[src/rtl/prog_loader_pkg.sv]
// rtl/prog_loader_pkg.sv - shared loader state encoding and byte-index constants
package prog_loader_pkg;

    typedef enum logic [2:0] {
        ST_HDR   = 3'd0,
        ST_DATA  = 3'd1,
        ST_CHK   = 3'd2,
        ST_RUN   = 3'd3,
        ST_ERROR = 3'd4
    } ld_state_e;

    localparam int          BYTE_IDX_W    = 2;
    localparam logic [1:0]  BYTE_IDX_LAST = 2'd3;

endpackage

[src/rtl/prog_loader_word_assembler.sv]
// rtl/prog_loader_word_assembler.sv - little-endian byte-to-word assembler with one-cycle word_valid pulse
module prog_loader_word_assembler
    import prog_loader_pkg::*;
(
    input  logic        CLK,
    input  logic        rst,
    input  logic        clear,
    input  logic        byte_valid,
    input  logic [7:0]  byte_data,
    output logic        word_valid,
    output logic [31:0] word
);

    logic [BYTE_IDX_W-1:0] byte_idx_q, byte_idx_d;
    logic [31:0]           word_q, word_d;
    logic                  word_valid_q, word_valid_d;

    // Merge the incoming byte at its lane; the completed word stays on word_q during the strobe cycle
    always_comb begin
        byte_idx_d   = byte_idx_q;
        word_d       = word_q;
        word_valid_d = 1'b0;
        if (clear) begin
            byte_idx_d = '0;
        end else if (byte_valid) begin
            if (byte_idx_q == '0) begin
                word_d = {24'd0, byte_data};
            end else begin
                word_d[{byte_idx_q, 3'b000} +: 8] = byte_data;
            end
            word_valid_d = (byte_idx_q == BYTE_IDX_LAST);
            byte_idx_d   = byte_idx_q + 2'd1;
        end
    end

    // Assembler state; reset discards any partial word
    always_ff @(posedge CLK or posedge rst) begin
        if (rst) begin
            byte_idx_q   <= '0;
            word_q       <= '0;
            word_valid_q <= 1'b0;
        end else begin
            byte_idx_q   <= byte_idx_d;
            word_q       <= word_d;
            word_valid_q <= word_valid_d;
        end
    end

    assign word_valid = word_valid_q;
    assign word       = word_q;

endmodule

[src/rtl/prog_loader.sv]
// rtl/prog_loader.sv - boot loader FSM writing a byte-stream image into instruction memory (option: PROG_LOADER_CHECKSUM_EN)
module prog_loader
    import prog_loader_pkg::*;
#(
    parameter int ADDR_W      = 5,
    parameter int TIMEOUT_CYC = 1000000
) (
    input  logic              CLK,
    input  logic              rst,
    input  logic [7:0]        rx_data,
    input  logic              rx_valid,
    output logic              rx_ready,
    input  logic              reload,
    output logic              imem_we,
    output logic [ADDR_W-1:0] imem_addr,
    output logic [31:0]       imem_wdata,
    output logic              cpu_hold,
    output logic              load_done,
    output logic              load_err,
    output logic [ADDR_W:0]   words_loaded
);

    localparam int CNT_W = ADDR_W + 1;
    localparam int TMR_W = $clog2(TIMEOUT_CYC);

    ld_state_e      state_q, state_d;
    logic [CNT_W-1:0] count_q, count_d;
    logic [CNT_W-1:0] words_q, words_d;
    logic [TMR_W-1:0] timer_q, timer_d;
    logic           rx_ready_q, rx_ready_d;
    logic           cpu_hold_q, cpu_hold_d;
    logic           load_done_q, load_done_d;
    logic           load_err_q, load_err_d;

    logic           accept;
    logic           hdr_bad;
    logic           timer_exp;
    logic           last_word;
    logic           word_valid;
    logic [31:0]    word;

    assign accept    = rx_valid && rx_ready_q;
    assign hdr_bad   = (rx_data == 8'd0) || ({24'd0, rx_data} > (32'd1 << ADDR_W));
    assign timer_exp = (timer_q == TMR_W'(TIMEOUT_CYC - 1));
    assign last_word = ((words_q + CNT_W'(1)) == count_q);

    prog_loader_word_assembler u_asm (
        .CLK        (CLK),
        .rst        (rst),
        .clear      (state_q == ST_HDR),
        .byte_valid (accept && (state_q == ST_DATA)),
        .byte_data  (rx_data),
        .word_valid (word_valid),
        .word       (word)
    );

`ifdef PROG_LOADER_CHECKSUM_EN
    logic [7:0] csum_q, csum_d;

    // Running XOR over payload bytes only; cleared when a header is taken
    always_comb begin
        csum_d = csum_q;
        if (accept && (state_q == ST_HDR)) begin
            csum_d = 8'd0;
        end else if (accept && (state_q == ST_DATA)) begin
            csum_d = csum_q ^ rx_data;
        end
    end

    // Checksum register
    always_ff @(posedge CLK or posedge rst) begin
        if (rst) begin
            csum_q <= 8'd0;
        end else begin
            csum_q <= csum_d;
        end
    end
`endif

    // Next-state, counters and registered status outputs derived from the next state
    always_comb begin
        state_d = state_q;
        count_d = count_q;
        words_d = words_q;
        timer_d = timer_q;
        case (state_q)
            ST_HDR: begin
                timer_d = '0;
                if (accept) begin
                    if (hdr_bad) begin
                        state_d = ST_ERROR;
                    end else begin
                        count_d = CNT_W'(rx_data);
                        words_d = '0;
                        state_d = ST_DATA;
                    end
                end
            end
            ST_DATA: begin
                // An accepted byte always beats an expiring timer
                if (accept) begin
                    timer_d = '0;
                end else if (timer_exp) begin
                    state_d = ST_ERROR;
                end else begin
                    timer_d = timer_q + TMR_W'(1);
                end
                if (word_valid) begin
                    words_d = words_q + CNT_W'(1);
                    if (last_word) begin
                        timer_d = '0;
`ifdef PROG_LOADER_CHECKSUM_EN
                        state_d = ST_CHK;
`else
                        state_d = ST_RUN;
`endif
                    end
                end
            end
`ifdef PROG_LOADER_CHECKSUM_EN
            ST_CHK: begin
                if (accept) begin
                    timer_d = '0;
                    state_d = (rx_data == csum_q) ? ST_RUN : ST_ERROR;
                end else if (timer_exp) begin
                    state_d = ST_ERROR;
                end else begin
                    timer_d = timer_q + TMR_W'(1);
                end
            end
`endif
            ST_RUN, ST_ERROR: begin
                if (reload) begin
                    state_d = ST_HDR;
                end
            end
            default: begin
                state_d = ST_ERROR;
            end
        endcase

        rx_ready_d  = (state_d == ST_HDR) || (state_d == ST_DATA) || (state_d == ST_CHK);
        cpu_hold_d  = (state_d != ST_RUN);
        load_done_d = (state_d == ST_RUN);
        load_err_d  = (state_d == ST_ERROR);
    end

    // Loader state and registered outputs
    always_ff @(posedge CLK or posedge rst) begin
        if (rst) begin
            state_q     <= ST_HDR;
            count_q     <= '0;
            words_q     <= '0;
            timer_q     <= '0;
            rx_ready_q  <= 1'b1;
            cpu_hold_q  <= 1'b1;
            load_done_q <= 1'b0;
            load_err_q  <= 1'b0;
        end else begin
            state_q     <= state_d;
            count_q     <= count_d;
            words_q     <= words_d;
            timer_q     <= timer_d;
            rx_ready_q  <= rx_ready_d;
            cpu_hold_q  <= cpu_hold_d;
            load_done_q <= load_done_d;
            load_err_q  <= load_err_d;
        end
    end

    assign rx_ready     = rx_ready_q;
    assign imem_we      = word_valid;
    assign imem_addr    = words_q[ADDR_W-1:0];
    assign imem_wdata   = word;
    assign cpu_hold     = cpu_hold_q;
    assign load_done    = load_done_q;
    assign load_err     = load_err_q;
    assign words_loaded = words_q;

endmodule
[config.mk]
export PLATFORM = sky130hd
export DESIGN_NAME = prog_loader
export DESIGN_NICKNAME = d
export VERILOG_FILES = /design/src/rtl/prog_loader_pkg.sv /design/src/rtl/prog_loader_word_assembler.sv /design/src/rtl/prog_loader.sv
export SDC_FILE = /design/constraint.sdc
export NUM_CORES = 1
export LEC_CHECK = 0
export CAP_MARGIN = 25
export CORE_MARGIN = 1.5
export CORE_UTILIZATION = 53
export CTS_BUF_LIST = sky130_fd_sc_hd__clkbuf_16
export CTS_CLUSTER_SIZE = 24
export DETAILED_ROUTE_END_ITERATION = 10
export PLACE_DENSITY = 0.79
export RECOVER_POWER = 50
export SLEW_MARGIN = 20
export SYNTH_ARGS = -nofsm -noshare
export SYNTH_HDL_FRONTEND = slang
export SYNTH_HIERARCHICAL = 1
export SYNTH_SLANG_ARGS = --single-unit
export TNS_END_PERCENT = 1
[constraint.sdc]
create_clock -name CLK -period 2.77 [get_ports CLK]
set_input_delay 0.4155 -clock CLK [delete_from_list [all_inputs] [get_ports CLK]]
set_output_delay 0.4155 -clock CLK [all_outputs]
set_load 0.01 [all_outputs]
==> impl_metrics.py, run 1 <==
metrics = {
    "synthesis": {
        "synth_top_cells_by_count": "dfrtp_1, nand2_1, a22o_1, o21ai_0, nor2_1",
        "netlist.area_leader.share_pct": 49.0,
        "yosysWarnings": 6,
        "synthArstFlopShare_pct": 100,
        "synth_flop_cell": "dfrtp_1",
        "netlist_area_um2": 3680,
        "synthTopCellsByArea": "dfrtp_1, a22o_1, nand2_1",
        "ys_types": 55,
        "synthCells": 351,
        "synth_edf_count": 0,
        "synth_seq_cells": 74,
        "synth_area_per_cell_um2": 10.5,
        "synth.net_count": 371,
        "synth_area_leader_cell": "dfrtp_1",
        "synth.most_common_cell": "dfrtp_1",
        "synth_seq_area_share_pct": 50.4,
    },
    "clock_tree": {
        "cts_setup_buffers": 0,
        "cts_root_buf": "clkbuf_16",
        "cts_tree": "yes",
        "clk_pin_slew_worst_paths_ns": 0.06,
        "ctsResizeCount": 0,
        "cts_buffers": 9,
        "clk_path_buf_depth": 2,
        "htreeDepth": 3,
        "clock-sinks": 74,
        "clkLatencyLatePin_ns": 0.33,
        "cts_hold_buffers": 0,
    },
    "worst_setup_path": {
        "arrival_ns": 2.61,
        "start_kind": "flip-flop",
        "cp_cell_sequence": "ha_1, nor2b_1, or3_1, a21oi_1, o211a_4, nor2_1, a221o_1",
        "end_kind": "flip-flop",
        "cp_max_fo": 14,
        "critPathKind": "reg -> reg",
        "critical-path-top-delay-family": "compound AO/OA/AOI/OAI gates",
        "cpPeakStageDelay_ns": 0.47,
        "crit_required_ns": 2.99,
        "path_buf_inv": 0,
        "crit_path_top_delay_cell": "dfrtp_1",
    },
    "sta": {
        "tightest_slew_ns": 1.42,
        "maxSlewViolCount": 0,
        "layout_min_cycle_time_ns": 2.39,
        "finalSetupTns_ns": 0,
        "whs_ns": 0.478,
        "slew_headroom_pct": 5.25,
        "fmax_ghz": 0.418,
        "period_share_pct": 86.3,
        "rsz0062_at_grt": "no",
        "hold_violations": 0,
        "skew_ns": 0.00581,
        "setup_viol": 0,
    },
    "route": {
        "drcViolationCount": 0,
        "drtIter0Drc": 209,
        "ant_nets": 0,
        "routedWlPerCell_um": 18.3,
        "viasPerCell": 6.23,
        "vias": 3089,
        "routed_wl_um": 9090,
        "drt_pass1_iterations": 7,
    },
    "pwr": {
        "p_per_area_nw_per_um2": 728,
        "p_leak_nw": 2.09,
        "irDropWorstVdd_mv": 0.388,
    },
    "floorplan": {
        "core_um2": 6760,
        "die_w_um": 86.3,
        "die-height_um": 86.3,
        "num_rows": 30,
        "die_area_um2": 7450,
        "io_pins": 60,
        "start_util_pct": 54.5,
    },
    "global_routing": {
        "grt_pass1_vias": 3055,
        "grt_max_degree": 40,
        "antenna_found_initial": 0,
        "grt_pass1_wl_um": 14900,
        "grtUsageTotal_pct": 25.8,
        "grt-ovfl-total": 0,
    },
    "place": {
        "hpwl_um": 6080,
        "place_area_um2": 4330,
        "io_buffers": 59,
        "place_inst": 480,
        "place_congestion": 0.860,
    },
    "cells_and_area": {
        "instances_no_fill": 496,
        "nets": 431,
        "multi_input_area_um2": 1670,
        "synthToLayoutAreaGrowth_pct": 26.0,
        "diodes": 0,
        "regArea_um2": 1850,
        "drive_gt1_share_pct": 11.1,
        "stdcell_area_um2": 4640,
        "num-fill-cells": 487,
    },
    "min_path": {
        "hp-class": "reg -> reg",
    },
    "job": {
        "cap_violations": 0,
    },
    "outcome": {
        "status": "complete, no violations",
    },
}
cell usage in the layout (no fill, tap or decap), types with 3 or more instances in the layout:
| cell type | synthesis | routed |
|---|---|---|
| mux2_2 | 6 | 6 |
| a31oi_1 | 5 | 5 |
| dlygate4sd3_1 | 0 | 25 |
| and4_1 | 3 | 3 |
| nand3_1 | 12 | 12 |
| nor2b_1 | 3 | 3 |
| clkbuf_16 | 0 | 9 |
| o21ai_1 | 5 | 5 |
| and3_1 | 3 | 3 |
| clkdlybuf4s50_1 | 0 | 34 |
| nand2_1 | 43 | 43 |
| or4_1 | 4 | 4 |
| a21o_1 | 3 | 3 |
| a21oi_1 | 4 | 4 |
| o31ai_1 | 5 | 5 |
| or3_1 | 3 | 3 |
| inv_1 | 12 | 12 |
| nor4b_1 | 3 | 3 |
| o2bb2ai_1 | 5 | 5 |
| dfrtp_1 | 72 | 72 |
| ha_1 | 8 | 8 |
| nand2b_1 | 3 | 3 |
| nor3_1 | 7 | 7 |
| xnor2_1 | 7 | 7 |
| buf_4 | 6 | 7 |
| o21ai_0 | 21 | 21 |
| a22o_1 | 29 | 29 |
| nor2_1 | 17 | 17 |
| xor2_1 | 6 | 6 |
| o311ai_0 | 3 | 3 |
| nand4_1 | 13 | 13 |
metal layers:
layer,share of wire (%),up-vias,global-route usage (%),wire length (um)
met3,6.1,23,5.43,555
met1,44,1531,36.6,4040
met4,1.9,0,10.7,175
li1,-,1405,-,-
met5,0,-,0,0
met2,47,130,38.6,4320
registers in the layout (all words and copies together), names as in the netlist:
name / flops
load_done: 1
words_loaded: 6
u_asm/byte_idx_q: 2
load_err: 1
u_asm/word_valid: 1
u_asm/word: 32
state_q: 3
count_q: 6
timer_q: 20
cpu_hold: 1
rx_ready: 1
cell type report:
class / count / share of cell area, %
Tap cell: 80 / 2.16
Timing Repair Buffer: 68 / 14.1
Clock inverter: 7 / 1.86
Clock buffer: 9 / 4.86
Multi-Input combinational cell: 245 / 36.0
Inverter: 13 / 1.05
Sequential cell: 74 / 40.0
path summary, 6_finish.rpt:
check | from | to | slack, ns | depth (start not counted)
worst max-delay path | words_loaded[0] | timer_q[17] | 0.38 | 7
worst min-delay path | u_asm/word[4] | u_asm/word[4] | 0.48 | 2
worst max register to register | words_loaded[0] | timer_q[17] | 0.38 | 7
worst min register to register | u_asm/word[4] | u_asm/word[4] | 0.48 | 2
max in group asynchronous | rst | u_asm/word[19] | 0.65 | 3
min in group asynchronous | rst | u_asm/word[7] | 0.50 | 2
worst min-delay path: stages, from the launching register on:
cell     delay, ns
dfrtp_1       0.34
nand2_1       0.05
o21ai_0       0.06
metrics by stage:
stage	util [%]	total power, mW	worst slack, ns
global route	68.6	3.52	0.202
detailed placement	64.1	2.19	0.270
CTS	68.7	3.40	0.383
finish	68.6	3.37	0.379
global placement	64.1	2.16	0.304
floorplan	-	1.85	0.539
where the power goes:
part	leakage, nW	internal, mW	switching (mW)
Combinational	0.928	0.364	0.433
Clock	0.150	0.716	0.490
Sequential	1.01	1.23	0.139
kinds of logic after synthesis:
| logic type | synth area share [%] |
|---|---|
| AO/OA/AOI/OAI | 18.4 |
| flip-flops | 50.4 |
| AND/OR/NAND/NOR | 18.0 |
| adder cells (fa/ha/maj) | 2.72 |
| buffers and inverters | 4.22 |
| XOR/XNOR | 3.54 |
| multiplexers | 2.79 |
(Power assumes the default switching activity.)
==> inputs of run 2 (changes only) <==
--- a/config.mk
+++ b/config.mk
@@ -11,7 +11,7 @@
 export CTS_BUF_LIST = sky130_fd_sc_hd__clkbuf_16
 export CTS_CLUSTER_SIZE = 24
 export DETAILED_ROUTE_END_ITERATION = 10
-export PLACE_DENSITY = 0.79
+export PLACE_DENSITY_LB_ADDON = 0.08
 export RECOVER_POWER = 50
 export SLEW_MARGIN = 20
 export SYNTH_ARGS = -nofsm -noshare
==> impl_metrics.py, run 2 (synthesis gave the netlist of run 1 again) <==
metrics = {
    "global_routing": {
        "grtUsageTotal_pct": 24.5,
        "grt_pass1_wl_um": 14000,
        "antenna_found_initial": 0,
        "grt-ovfl-total": 0,
        "grt_max_degree": 40,
        "grt_pass1_vias": 2794,
    },
    "worst_setup_path": {
        "cp_max_fo": 14,
        "worst-r2r-cell-count": 7,
        "critPathKind": "reg -> reg",
        "crit_required_ns": 2.98,
        "end_kind": "flip-flop",
        "start_kind": "flip-flop",
        "arrival_ns": 2.62,
    },
    "place": {
        "place_inst": 481,
        "place_area_um2": 4340,
        "hpwl_um": 5900,
        "place_congestion": 0.822,
        "io_buffers": 59,
    },
    "outcome": {
        "status": "complete, but fails checks",
        "violations": "capacitance limit, slew limit",
    },
    "cells_and_area": {
        "drive_gt1_share_pct": 10.6,
        "diodes": 0,
        "layout_commonest_cell": "dfrtp_1",
        "post-route-util_pct": 68.4,
        "nets": 432,
        "stdcell_area_um2": 4620,
        "largest_reg_flops": 32,
        "multi_input_area_um2": 1670,
        "instances_no_fill": 497,
        "final_cell_mix": "dfrtp_1, nand2_1, clkdlybuf4s50_1",
        "synthToLayoutAreaGrowth_pct": 25.6,
        "regArea_um2": 1850,
        "num-fill-cells": 537,
    },
    "route": {
        "viasPerCell": 6.01,
        "vias": 2989,
        "ant_nets": 0,
        "routedWlPerCell_um": 17.6,
        "drt_pass1_iterations": 5,
        "routed_wl_um": 8740,
        "drtIter0Drc": 195,
        "drcViolationCount": 0,
    },
    "clock_tree": {
        "clkLatencyLatePin_ns": 0.33,
        "clock-sinks": 74,
        "ctsResizeCount": 0,
        "clk_path_buf_depth": 2,
        "cts_setup_buffers": 0,
        "htreeDepth": 3,
        "cts_tree": "yes",
        "clk_pin_slew_worst_paths_ns": 0.06,
        "cts_buffers": 9,
        "cts_root_buf": "clkbuf_16",
        "cts_hold_buffers": 0,
    },
    "sta": {
        "rsz0062_at_grt": "no",
        "maxSlewViolCount": 36,
        "hold_violations": 0,
        "skew_ns": 0.00435,
        "layout_min_cycle_time_ns": 2.41,
        "tightest_slew_ns": 1.84,
        "finalSetupTns_ns": 0,
        "setup_viol": 0,
        "fmax_ghz": 0.414,
        "slew_headroom_pct": -22.7,
        "period_share_pct": 87.1,
    },
    "job": {
        "cap_violations": 1,
    },
    "pwr": {
        "irDropWorstVdd_mv": 0.383,
        "p_per_area_nw_per_um2": 704,
        "p_leak_nw": 2.09,
    },
    "floorplan": {
        "core_um2": 6760,
        "num_rows": 30,
        "die_w_um": 86.3,
        "start_util_pct": 54.5,
        "die_area_um2": 7450,
        "io_pins": 60,
        "die-height_um": 86.3,
    },
    "min_path": {
        "hp-class": "reg -> reg",
        "holdPathStages": 2,
    },
}
-- run 2: layer usage --
metal / wire length, um / up-vias / GRT usage [%]
li1: - / 1413 / -
met1: 4210 / 1485 / 36.4
met2: 4090 / 82 / 37.1
met3: 353 / 9 / 3.71
met4: 89 / 0 / 8.06
met5: 0 / - / 0
-- run 2: worst paths after layout --
check                                 from            end  slack [ns]
max                        words_loaded[0]    timer_q[17]        0.36
min in group asynchronous              rst     timer_q[2]        0.72
max reg2reg                words_loaded[0]    timer_q[17]        0.36
min reg2reg                  u_asm/word[1]  u_asm/word[1]        0.47
min                          u_asm/word[1]  u_asm/word[1]        0.47
max in group asynchronous              rst  u_asm/word[4]        0.64
-- run 2: where the power goes --
part	internal [mW]	switching, mW
combinational	0.352	0.415
clock	0.687	0.433
sequential	1.23	0.133
total	2.27	0.981
-- run 2: final cells by class --
class / instances / share of cell area [%]
tap: 80 / 2.17
sequential: 74 / 40.1
clock inverter: 7 / 1.35
multi-input combinational: 245 / 36.1
clock buffer: 9 / 4.87
inverter: 13 / 1.06
timing repair buffer: 69 / 14.3
-- run 2: stage by stage --
step / worst slack (ns) / power, mW / hold slack [ns]
2_1_floorplan: 0.539 / 1.85 / 0.491
3_3_place_gp: 0.282 / 2.15 / 0.460
3_5_place_dp: 0.239 / 2.17 / 0.469
4_1_cts: 0.355 / 3.29 / 0.482
5_1_grt: 0.124 / 3.42 / 0.497
6_report: 0.357 / 3.25 / 0.470
-- run 2: worst max-delay path, stage by stage (launching register included) --
cell and delay [ns]:
dfrtp_1 0.48, ha_1 0.30, nor2b_1 0.15, or3_1 0.34
a21oi_1 0.26, o211a_4 0.30, nor2_1 0.15, a221o_1 0.32
